### src/rtl/spine_router.sv
// Spine switch: four input FIFOs feed four outputs selected by dest group, with per-output
// round-robin arbitration and a registered output stage. Never back-pressures; drops are counted.
module spine_router #(
  parameter int unsigned DWIDTH     = 16,
  parameter int unsigned FIFO_DEPTH = 8,
  parameter int unsigned SPINE_ID   = 1
) (
  input  logic                  clk,
  input  logic                  reset,
  input  logic [4*DWIDTH-1:0]   leaf_in_data,
  input  logic [3:0]            leaf_in_valid,
  input  logic [23:0]           leaf_in_dest_addr,
  output logic [4*DWIDTH-1:0]   leaf_out_data,
  output logic [3:0]            leaf_out_valid,
  output logic [23:0]           leaf_out_dest_addr,
  output logic [3:0]            fifo_full,
  output logic [3:0]            fifo_empty,
  output logic [7:0]            drop_count,
  output logic [11:0]           current_grant
);
  localparam int unsigned PW = $clog2(FIFO_DEPTH);
  localparam int unsigned CW = PW + 1;
  localparam int unsigned EW = DWIDTH + 6;

  // Status-only identifier; kept visible for integration but has no functional effect.
  logic [31:0] spine_id_unused;
  assign spine_id_unused = 32'(SPINE_ID);

  logic [EW-1:0] mem_q [4][FIFO_DEPTH];
  logic [PW-1:0] wr_ptr_q [4], wr_ptr_d [4];
  logic [PW-1:0] rd_ptr_q [4], rd_ptr_d [4];
  logic [CW-1:0] cnt_q [4], cnt_d [4];
  logic [1:0]    rr_q [4], rr_d [4];

  logic [4*DWIDTH-1:0] out_data_q, out_data_d;
  logic [23:0]         out_dest_q, out_dest_d;
  logic [3:0]          out_valid_q, out_valid_d;
  logic [11:0]         grant_q, grant_d;
  logic [7:0]          drop_count_q, drop_count_d;

  logic [EW-1:0] head [4];
  logic [3:0]    grp [4];
  logic [3:0]    nonempty, bad, pop, push, in_drop;
  logic [3:0]    req [4];
  logic [3:0]    gnt_vld;
  logic [1:0]    gnt_idx [4];
  logic [3:0]    drop_sum;
  logic [8:0]    drop_ext;

  always_comb begin
    for (int i = 0; i < 4; i++) begin
      head[i]     = mem_q[i][rd_ptr_q[i]];
      grp[i]      = head[i][EW-1 -: 4];
      nonempty[i] = (cnt_q[i] != '0);
      // Out-of-range groups are discarded from the head in one cycle.
      bad[i]      = nonempty[i] && (grp[i] > 4'd3);
    end
  end

  always_comb begin
    for (int o = 0; o < 4; o++) begin
      for (int i = 0; i < 4; i++) begin
        req[o][i] = nonempty[i] && (grp[i] == 4'(o));
      end
    end
  end

  always_comb begin
    logic [1:0] idx;
    idx = '0;
    for (int o = 0; o < 4; o++) begin
      gnt_vld[o] = 1'b0;
      gnt_idx[o] = 2'd0;
      rr_d[o]    = rr_q[o];
      for (int k = 0; k < 4; k++) begin
        idx = rr_q[o] + 2'(k);
        if (!gnt_vld[o] && req[o][idx]) begin
          gnt_vld[o] = 1'b1;
          gnt_idx[o] = idx;
        end
      end
      if (gnt_vld[o]) rr_d[o] = gnt_idx[o] + 2'd1;
    end
  end

  always_comb begin
    logic full_i;
    full_i   = 1'b0;
    drop_sum = '0;
    for (int i = 0; i < 4; i++) begin
      pop[i] = bad[i];
      for (int o = 0; o < 4; o++) begin
        if (gnt_vld[o] && (gnt_idx[o] == 2'(i))) pop[i] = 1'b1;
      end
      full_i      = (cnt_q[i] == CW'(FIFO_DEPTH));
      // A pop frees the slot in the same cycle, so a full FIFO still accepts.
      push[i]     = leaf_in_valid[i] && (!full_i || pop[i]);
      in_drop[i]  = leaf_in_valid[i] && full_i && !pop[i];
      wr_ptr_d[i] = wr_ptr_q[i] + PW'(push[i]);
      rd_ptr_d[i] = rd_ptr_q[i] + PW'(pop[i]);
      cnt_d[i]    = cnt_q[i] + CW'(push[i]) - CW'(pop[i]);
      drop_sum    = drop_sum + 4'(in_drop[i]) + 4'(bad[i]);
    end
    drop_ext     = {1'b0, drop_count_q} + 9'(drop_sum);
    drop_count_d = drop_ext[8] ? 8'hFF : drop_ext[7:0];
  end

  always_comb begin
    out_data_d  = out_data_q;
    out_dest_d  = out_dest_q;
    out_valid_d = gnt_vld;
    grant_d     = '0;
    for (int o = 0; o < 4; o++) begin
      if (gnt_vld[o]) begin
        out_data_d[o*DWIDTH +: DWIDTH] = head[gnt_idx[o]][DWIDTH-1:0];
        out_dest_d[o*6 +: 6]           = head[gnt_idx[o]][EW-1 -: 6];
        grant_d[o*3 +: 3]              = {1'b1, gnt_idx[o]};
      end
    end
  end

  always_ff @(posedge clk) begin
    for (int i = 0; i < 4; i++) begin
      if (push[i]) begin
        mem_q[i][wr_ptr_q[i]] <= {leaf_in_dest_addr[i*6 +: 6], leaf_in_data[i*DWIDTH +: DWIDTH]};
      end
    end
  end

  always_ff @(posedge clk or negedge reset) begin
    if (!reset) begin
      wr_ptr_q     <= '{default: '0};
      rd_ptr_q     <= '{default: '0};
      cnt_q        <= '{default: '0};
      rr_q         <= '{default: '0};
      out_data_q   <= '0;
      out_dest_q   <= '0;
      out_valid_q  <= '0;
      grant_q      <= '0;
      drop_count_q <= '0;
    end else begin
      wr_ptr_q     <= wr_ptr_d;
      rd_ptr_q     <= rd_ptr_d;
      cnt_q        <= cnt_d;
      rr_q         <= rr_d;
      out_data_q   <= out_data_d;
      out_dest_q   <= out_dest_d;
      out_valid_q  <= out_valid_d;
      grant_q      <= grant_d;
      drop_count_q <= drop_count_d;
    end
  end

  always_comb begin
    for (int i = 0; i < 4; i++) begin
      fifo_full[i]  = (cnt_q[i] == CW'(FIFO_DEPTH));
      fifo_empty[i] = (cnt_q[i] == '0);
    end
  end

  assign leaf_out_data      = out_data_q;
  assign leaf_out_dest_addr = out_dest_q;
  assign leaf_out_valid     = out_valid_q;
  assign current_grant      = grant_q;
  assign drop_count         = drop_count_q;

endmodule
### config.mk
export PLATFORM = sky130hd
export DESIGN_NAME = spine_router
export DESIGN_NICKNAME = d
export VERILOG_FILES = /design/src/rtl/spine_router.sv
export SDC_FILE = /design/constraint.sdc
export NUM_CORES = 1
export LEC_CHECK = 0
export ABC_AREA = 1
export CAP_MARGIN = 20
export CORE_MARGIN = 2
export CORE_UTILIZATION = 40
export CTS_BUF_LIST = sky130_fd_sc_hd__clkbuf_4 sky130_fd_sc_hd__clkbuf_8
export DETAILED_ROUTE_END_ITERATION = 12
export PLACE_DENSITY = 0.57
export SYNTH_ARGS = -nofsm -noshare
export SYNTH_HDL_FRONTEND = slang
export SYNTH_SLANG_ARGS = --single-unit
### constraint.sdc
create_clock -name clk -period 5.6 [get_ports clk]
set_input_delay 1.12 -clock clk [delete_from_list [all_inputs] [get_ports clk]]
set_output_delay 1.12 -clock clk [all_outputs]
set_load 0.005 [all_outputs]
Yosys cells after proc, flatten, opt, wreduce, memory -nomap -nowiden
Memories as Yosys holds them, arrays and structs flattened.
Cells that the tools add are included.
Word-level totals
  register bits after elaboration: 160
  bits of input ports: 94
  bits in writable memories: 704
  word-level logic and storage cells: 373
  output and inout bits: 120
  memories kept: 1
Memory list
  mem_q: depth 4, width 176, read ports 4, clocked after memory_dff 0, write ports 4, line 29  | logic [EW-1:0] mem_q [4][FIFO_DEPTH];
Operators by class
  magnitude comparators: 36
  reduce and logical (&&, ||, !) cells: 104
  add/subtract/negate cells: 40
  bitwise operators: 12
  muxes and demuxes: 125
  equal/unequal tests: 28
Operators by type and width (number)
  176-bit two-way mux: 4
  22-bit two-way mux: 20
  22-bit binary-select mux with 3-bit select: 4
  22-bit demux with 3-bit select: 4
  22-bit binary-select mux with 2-bit select: 4
  1-bit logical AND: 64
  1-bit two-way mux: 52
  2-bit by 3-bit < comparator with 1-bit output, second input constant: 16
  4-bit by 1-bit adder with 4-bit output: 8
  1-bit binary-select mux with 2-bit select: 16
  4-bit by 2-bit equality test with 1-bit output, second input constant: 8
  4-bit >= comparator, second input constant: 8
  4-bit zero test: 8
  2-bit two-way mux: 16
  3-bit NOT with 4-bit output: 8
  3-bit by 1-bit adder with 3-bit output: 8
  1-bit zero test: 20
  2-bit by 1-bit adder with 2-bit output, second input constant: 8
  2-bit adder, second input constant: 8
  2-bit equality test, second input constant: 8
  4-bit by 1-bit equality test with 1-bit output, second input constant: 4
  4-bit equality test, second input constant: 4
  4-bit by 2-bit greater-than comparator with 1-bit output, second input constant: 4
  4-bit by 1-bit < comparator with 1-bit output, second input constant: 4
  other kinds (13): 37

Logic depth before layout (Yosys ltp)
Gate-level depths: netlist of the first run.
  depth after elaboration: 35
  depth in mapped cells: 40
  mapped depth without buffers: 38

Worst setup path before layout of the first run
Ideal clock, no wire load.
  path type: reg-to-reg
  start point: register rd_ptr_q[3] (netlist name)
  end point: register drop_count_q[2] (netlist: drop_count[2])
  data required time: 5465 ps
  stages on the path, launching flop included: 33
  buffers on the path: 3
  period minus slack after synthesis: 5046 ps
  arrival time: 4911 ps
  library setup time: 135 ps
  slack: 554 ps
  cells stage by stage: dfrtp_1 buf_4 buf_4 nor2_1 nor2_1 o21ai_1 nand3_1 a21oi_2 nand3_1 nand3_2 nand2_2 nand2_2 nand3_2 nand3_2 buf_4 inv_2 ha_1 nand2_1 nand2_1 nor2_1 nand3_1 fa_1 fa_1 fa_1 inv_1 fa_1 nand2_1 inv_1 o21a_1 nor2_1 nor2_1 nand3_1 o21ai_0
Between the ends
  cells in the longest elaborated chain, start to end: 35
  elaborated cells on any way between the ends: 167
  those cells by class: add/sub: 8; order compare: 1; eq/ne: 15; mux: 84; bitwise: 1; reduce/logical: 58
RTL lines
  start: declaration: line 31  | logic [PW-1:0] rd_ptr_q [4], rd_ptr_d [4];
  start signal: assignment: line 143  | rd_ptr_q <= rd_ptr_d;
  3-bit NOT with 4-bit output (implied by the code) (*): line 52  | head[i] = mem_q[i][rd_ptr_q[i]];
  22-bit binary-select mux with 3-bit select (*): line 52
  22-bit two-way mux (implied by the code) (*) (2 in series): line 52
  4-bit zero test: line 63  | req[o][i] = nonempty[i] && (grp[i] == 4'(o));
  1-bit logical AND: line 63
  1-bit binary-select mux with 2-bit select: line 77  | if (!gnt_vld[o] && req[o][idx]) begin
  1-bit two-way mux (implied by the code): line 77
  1-bit two-way mux: line 77
  [17 not listed]
  1-bit by 1-bit adder with 2-bit output: line 102  | drop_sum = drop_sum + 4'(in_drop[i]) + 4'(bad[i]);
  2-bit by 1-bit adder with 3-bit output: line 102
  3-bit by 1-bit adder with 4-bit output: line 102
  4-bit by 1-bit adder with 4-bit output (2 in series): line 102
  4-bit by 1-bit adder with 4-bit output (*) (2 in series): line 102
  8-bit by 4-bit adder with 9-bit output (*): line 104  | drop_ext = {1'b0, drop_count_q} + 9'(drop_sum);
  8-bit two-way mux (*): line 105  | drop_count_d = drop_ext[8] ? 8'hFF : drop_ext[7:0];
  via drop_count_d[2]: line 39  | logic [7:0] drop_count_q, drop_count_d;
  end signal: assignment: line 150  | drop_count_q <= drop_count_d;
  end: declaration: line 39
The timed path passes the listed nets; every way through them passes the cells marked *. The select of a mux whose other input is x is not followed.
A chain may end at the register's enable or synchronous reset.

Final worst setup path of the first run
  start point: register rd_ptr_q[6] (netlist name)
  end point: register drop_count_q[6] (netlist: drop_count[6])
Same word-level chain as after synthesis.

==> impl_metrics.py, run 1 <==
metrics = {
    "critical_path": {
        "critPathSlowestCell": "dfrtp_2",
        "cp-start-kind": "register",
        "critPathBufInv": 6,
        "r2r_cells": 34,
        "critPathMaxFanout": 8,
        "path_delay_family": "simple AND/OR/NAND/NOR gates",
        "end_kind": "register",
        "cp.arrival_ns": 6.06,
        "cpMostUsedCell": "nand2_1",
        "crit_cells": 34,
        "crit_type": "register to register",
        "cp_data_required_time_ns": 6.31,
        "slowest_delay_ns": 0.54,
    },
    "sta": {
        "max_freq_mhz": 187,
        "setup_tns_ns": 0,
        "report.final.hold_viol_count": 0,
        "hold_slack_ns": 0.322,
        "layout_min_cycle_time_ns": 5.35,
        "slew_violations": 0,
        "max_slew_margin_pct": 14.1,
        "tightest_slew_ns": 1.28,
        "fin_skew_ns": 0.0571,
        "setup_viol": 0,
        "timing.final.crit_share_pct": 95.5,
    },
    "synth": {
        "yosysTopAreaCellShare_pct": 54.9,
        "synthAdderAreaFrac_pct": 2.45,
        "synth_enable_flop_cells": 704,
        "seq_area_frac_synth_pct": 65.0,
        "syn_inst": 3536,
        "synth_area_leaders": "edfxtp_1, dfrtp_1, nand2_1",
        "yosys.area_share.xor_xnor_pct": 0.478,
        "syn_area_um2": 38500,
        "ys_top_cells_by_count": "nand2_1, edfxtp_1, nor2_1",
        "syn_area_per_cell_um2": 10.9,
        "yosysUniqueCellTypes": 45,
        "synth_most_common_cell": "nand2_1",
        "ys.flop_type": "edfxtp_1",
        "yosys_warnings": 0,
        "synth_nets": 3700,
        "synthSimpleGateAreaFrac_pct": 18.7,
        "synthArstFlopShare_pct": 18.1,
        "synth_top_family_by_area": "simple AND/OR/NAND/NOR gates",
        "muxShareOfSynthArea_pct": 0,
        "synth_seq_cells": 860,
        "synth.largest_area_cell": "edfxtp_1",
        "synth-compound-area-share_pct": 8.38,
    },
    "routing": {
        "dr.pass1.iters": 6,
        "routed_wirelength_um": 113000,
        "vias": 28100,
        "route.detailed.drc": 0,
        "post_drt_via_cell_ratio": 5.38,
        "antenna_left": 0,
        "drt-initial-drc-count": 2741,
        "routedWlPerCell_um": 21.6,
    },
    "clocking": {
        "cts_buffer_depth": 3,
        "cts_tree": "done",
        "cts.clk_slew.worst_paths_ns": 0.06,
        "cts_hold_buffers": 0,
        "h-tree-depth": 4,
        "clk_latency_ns": 0.85,
        "root_buffer": "clkbuf_8",
        "numCtsBuffers": 145,
        "cts_sinks": 860,
    },
    "final_layout": {
        "syn2layout_area_growth_pct": 18.4,
        "num-fill-cells": 8628,
        "drive_gt1_share_pct": 14.6,
        "nets": 3996,
        "stdcell_count": 5220,
        "postLayoutCoreUtil_pct": 47.9,
    },
    "min_path": {
        "hp-class": "primary input to async pin",
    },
    "global_routing": {
        "grt_use_total_pct": 22.5,
        "grt_antenna_before_repair": 4,
        "grt_pass1_vias": 26300,
        "grt_pass1_wl_um": 166000,
        "grt_overflow": 0,
        "grt_start_max_net_pins": 87,
    },
    "placed_design": {
        "io_buffers": 213,
        "dpl.hpwl_um": 71500,
        "placed_cells": 4931,
        "place.gp.congestion": 0.905,
    },
    "run_status": {
        "status": "finished clean",
    },
    "floorplan": {
        "fp.dieH_um": 314,
        "start_util_pct": 40.5,
        "die_area_um2": 98800,
        "rows": 113,
        "ioPinCount": 214,
        "core_um2": 95200,
        "die_w_um": 314,
    },
    "flow_run": {
        "cap_violations": 0,
    },
}
final cells by class:
class	count	area [um2]	area share (%)
multi-input combinational	2263	11700	25.7
timing repair buffer	373	3420	7.49
tap	1265	1580	3.47
timing repair inverter	1	8.76	0.0192
inverter	188	732	1.61
antenna	2	5.00	0.0110
clock inverter	41	352	0.771
clock buffer	227	2740	6.00
sequential	860	25000	55.0
cells in the final DEF, fill, tap and decap left out, types with 12 or more instances in the layout:
cell / Yosys / final
dfrtp_1: 156 / 152
clkbuf_8: 0 / 166
clkdlybuf4s50_1: 0 / 212
nand3_2: 18 / 23
nand2_2: 23 / 28
xor2_1: 12 / 12
o21ai_1: 16 / 17
clkbuf_4: 0 / 68
nand2_1: 709 / 701
nor2_2: 29 / 42
clkinv_1: 2 / 17
inv_1: 166 / 166
edfxtp_1: 704 / 704
buf_4: 27 / 143
ha_1: 61 / 61
inv_2: 15 / 14
nor2_1: 382 / 364
o221ai_1: 68 / 68
nand3_1: 301 / 296
o21ai_0: 369 / 368
o22ai_1: 76 / 76
nand4_1: 132 / 132
final timing paths:
path | start | to | slack [ns]
min reg2reg | leaf_out_dest_addr[8] | leaf_out_dest_addr[8] | 0.47
min in group clk | leaf_out_dest_addr[8] | leaf_out_dest_addr[8] | 0.47
max reg2reg | rd_ptr_q[6] | drop_count[6] | 0.25
max | rd_ptr_q[6] | drop_count[6] | 0.25
min | reset | rd_ptr_q[3] | 0.32
max in group asynchronous | reset | leaf_out_data[21] | 4.30
kinds of logic after synthesis:
family / count (synthesis)
AOI/OAI and AO/OA: 555
xor gates and xnor gates: 21
buffers and inverters: 413
DFF: 860
and+or+nand+nor: 1617
adders and majority gates: 70
what timing repair did:
item,in CTS,in global routing
cloned,0,2
resized for setup,3,35
setup buffers,0,11
pin swaps,0,17
hold endpoints to repair,0,0
setup endpoints to repair,8,8
worst register-to-register path: cells and delay by family (launching register included):
kind	cells	cell delay, ns
and+or+nand+nor	19	1.74
adders and majority gates	5	1.71
buffers and inverters	6	0.67
AOI/OAI and AO/OA	4	0.57
DFF	1	0.54
metal layers:
metal	share of wire, %	up-vias	global-route usage, %	wire length, um
li1	-	13100	-	-
met1	42	13700	30.7	47500
met2	47	1069	34.8	52400
met3	7.4	238	4.79	8370
met4	3.8	6	10.2	4340
met5	0.036	-	0	41
sequential cells by signal (all words and copies together), names as in the netlist:
register / count
current_grant: 12
mem_q: 704
cnt_q: 16
leaf_out_dest_addr: 24
leaf_out_data: 64
rd_ptr_q: 12
rr_q: 8
drop_count: 8
wr_ptr_q: 12
stage by stage:
step / instance area, um2 / worst slack, ns
after floorplan: 38500 / 0.554
after global placement: 42200 / 0.0520
final: 45600 / 0.251
after detailed placement: 42200 / -0.0696
after CTS: 45300 / 0.0155
after global routing: 45600 / -0.0573
Power of run 1 is not shown: default switching activity piles up to over one toggle a cycle in this logic, so the estimate is an artifact.
==> inputs of run 2 (changes only) <==
--- a/config.mk
+++ b/config.mk
@@ -6,10 +6,12 @@
 export NUM_CORES = 1
 export LEC_CHECK = 0
 export ABC_AREA = 1
+export ABC_CLOCK_PERIOD_IN_PS = 5600
 export CAP_MARGIN = 20
 export CORE_MARGIN = 2
 export CORE_UTILIZATION = 40
 export CTS_BUF_LIST = sky130_fd_sc_hd__clkbuf_4 sky130_fd_sc_hd__clkbuf_8
+export CTS_CLUSTER_DIAMETER = 50
 export DETAILED_ROUTE_END_ITERATION = 12
 export PLACE_DENSITY = 0.57
 export SYNTH_ARGS = -nofsm -noshare
==> impl_metrics.py, run 2 (synthesis gave the netlist of run 1 again) <==
metrics = {
    "run_status": {
        "status": "finished clean",
    },
    "final_layout": {
        "nets": 3997,
        "syn2layout_area_growth_pct": 18.2,
        "final_cell_area_um2": 45500,
        "num-fill-cells": 8621,
        "layout.cells.most_common": "edfxtp_1",
        "largest_register_ffs": 704,
        "mostFrequentLayoutCells": "edfxtp_1, nand2_1, o21ai_0, nor2_1, nand3_1",
        "drive_gt1_share_pct": 14.6,
    },
    "sta": {
        "tightest_slew_ns": 1.26,
        "setup_tns_ns": 0,
        "fin_skew_ns": 0.0422,
        "max_freq_mhz": 186,
        "timing.final.crit_share_pct": 96.1,
        "layout_min_cycle_time_ns": 5.38,
        "slew_violations": 0,
        "hold_slack_ns": 0.339,
        "max_slew_margin_pct": 15.1,
        "fin_ws_ns": 0.217,
        "report.final.hold_viol_count": 0,
        "setup_viol": 0,
    },
    "global_routing": {
        "grt_start_max_net_pins": 87,
        "grt_overflow": 0,
        "grt_use_total_pct": 22.5,
        "grt_pass1_vias": 26200,
        "grt_pass1_wl_um": 165000,
        "grt_antenna_before_repair": 4,
    },
    "routing": {
        "dr.pass1.iters": 6,
        "route.detailed.drc": 0,
        "vias": 28000,
        "post_drt_via_cell_ratio": 5.36,
        "routedWlPerCell_um": 21.6,
        "drt-initial-drc-count": 2709,
        "antenna_left": 0,
        "routed_wirelength_um": 113000,
    },
    "floorplan": {
        "die_area_um2": 98800,
        "die_w_um": 314,
        "rows": 113,
        "start_util_pct": 40.5,
        "core_um2": 95200,
        "fp.dieH_um": 314,
        "ioPinCount": 214,
    },
    "critical_path": {
        "reg2reg_slack_ns": 0.22,
        "reg2reg_to": "drop_count[6]",
        "cp.arrival_ns": 6.06,
        "slowest_delay_ns": 0.53,
        "critPathSlowestCell": "fa_1",
        "rr_startpoint": "rd_ptr_q[6]",
        "crit_type": "register to register",
        "cpMostUsedCell": "nand2_1",
        "end_kind": "register",
        "path_delay_family": "simple AND/OR/NAND/NOR gates",
        "r2r_cells": 36,
        "cp-start-kind": "register",
        "cp_data_required_time_ns": 6.28,
        "critPathMaxFanout": 11,
        "critPathBufInv": 7,
    },
    "clocking": {
        "cts_sinks": 860,
        "h-tree-depth": 4,
        "cts_hold_buffers": 0,
        "numCtsBuffers": 146,
        "clk_latency_ns": 0.83,
        "cts.clk_slew.worst_paths_ns": 0.06,
        "cts_buffer_depth": 3,
        "root_buffer": "clkbuf_8",
        "cts_tree": "done",
    },
    "placed_design": {
        "io_buffers": 213,
        "pre_cts_ws_ns": -0.0696,
        "place.gp.congestion": 0.905,
        "dpl-instance-area_um2": 42200,
        "dpl.hpwl_um": 71500,
    },
    "flow_run": {
        "cap_violations": 0,
    },
    "min_path": {
        "hp-class": "primary input to async pin",
    },
}
-- run 2: worst max-delay path by stage --
stage	end	slack [ns]	from	depth (start not counted)
2_1_floorplan	drop_count[2]	0.55	rd_ptr_q[3]	32
3_3_place_gp	drop_count[3]	0.05	rd_ptr_q[6]	33
3_5_place_dp	drop_count[3]	-0.07	rd_ptr_q[9]	33
4_1_cts	drop_count[6]	0.03	rd_ptr_q[9]	35
5_1_grt	drop_count[6]	-0.04	rd_ptr_q[1]	32
6_report	drop_count[6]	0.22	rd_ptr_q[6]	36
-- run 2: per-stage QoR --
step / cells / utilization (%)
floorplan: 3536 / -
global placement: 4930 / 44.3
detailed placement: 4931 / 44.3
CTS: 5194 / 47.5
global route: 5215 / 47.8
finish: 5215 / 47.8
-- run 2: per-layer routing --
layer | GRT usage [%] | wire [um] | vias to the layer above
met3 | 5.00 | 8620 | 222
met4 | 9.33 | 4050 | 4
li1 | - | - | 13100
met5 | 0 | 27 | -
met1 | 30.7 | 47600 | 13500
met2 | 34.8 | 52500 | 1108
-- run 2: final cells by class --
| cell class | instances | area (um2) | share of cell area, % |
|---|---|---|---|
| Multi-Input combinational cell | 2263 | 11800 | 25.8 |
| Antenna cell | 2 | 5.00 | 0.0110 |
| Clock inverter | 40 | 258 | 0.566 |
| Clock buffer | 223 | 2710 | 5.96 |
| Timing Repair Buffer | 373 | 3410 | 7.48 |
| Inverter | 188 | 732 | 1.61 |
| Timing Repair inverter | 1 | 11.3 | 0.0247 |
| Tap cell | 1265 | 1580 | 3.48 |
| Sequential cell | 860 | 25000 | 55.0 |
-- run 2: repair_timing --
item                                    in CTS  in global routing
endpoints found under the setup margin       8                  8
resized for setup                            7                 52
pin swaps                                    1                 27
setup buffers                                0                 12
cloned                                       0                  2
Power of run 2 is left out for the same reason.
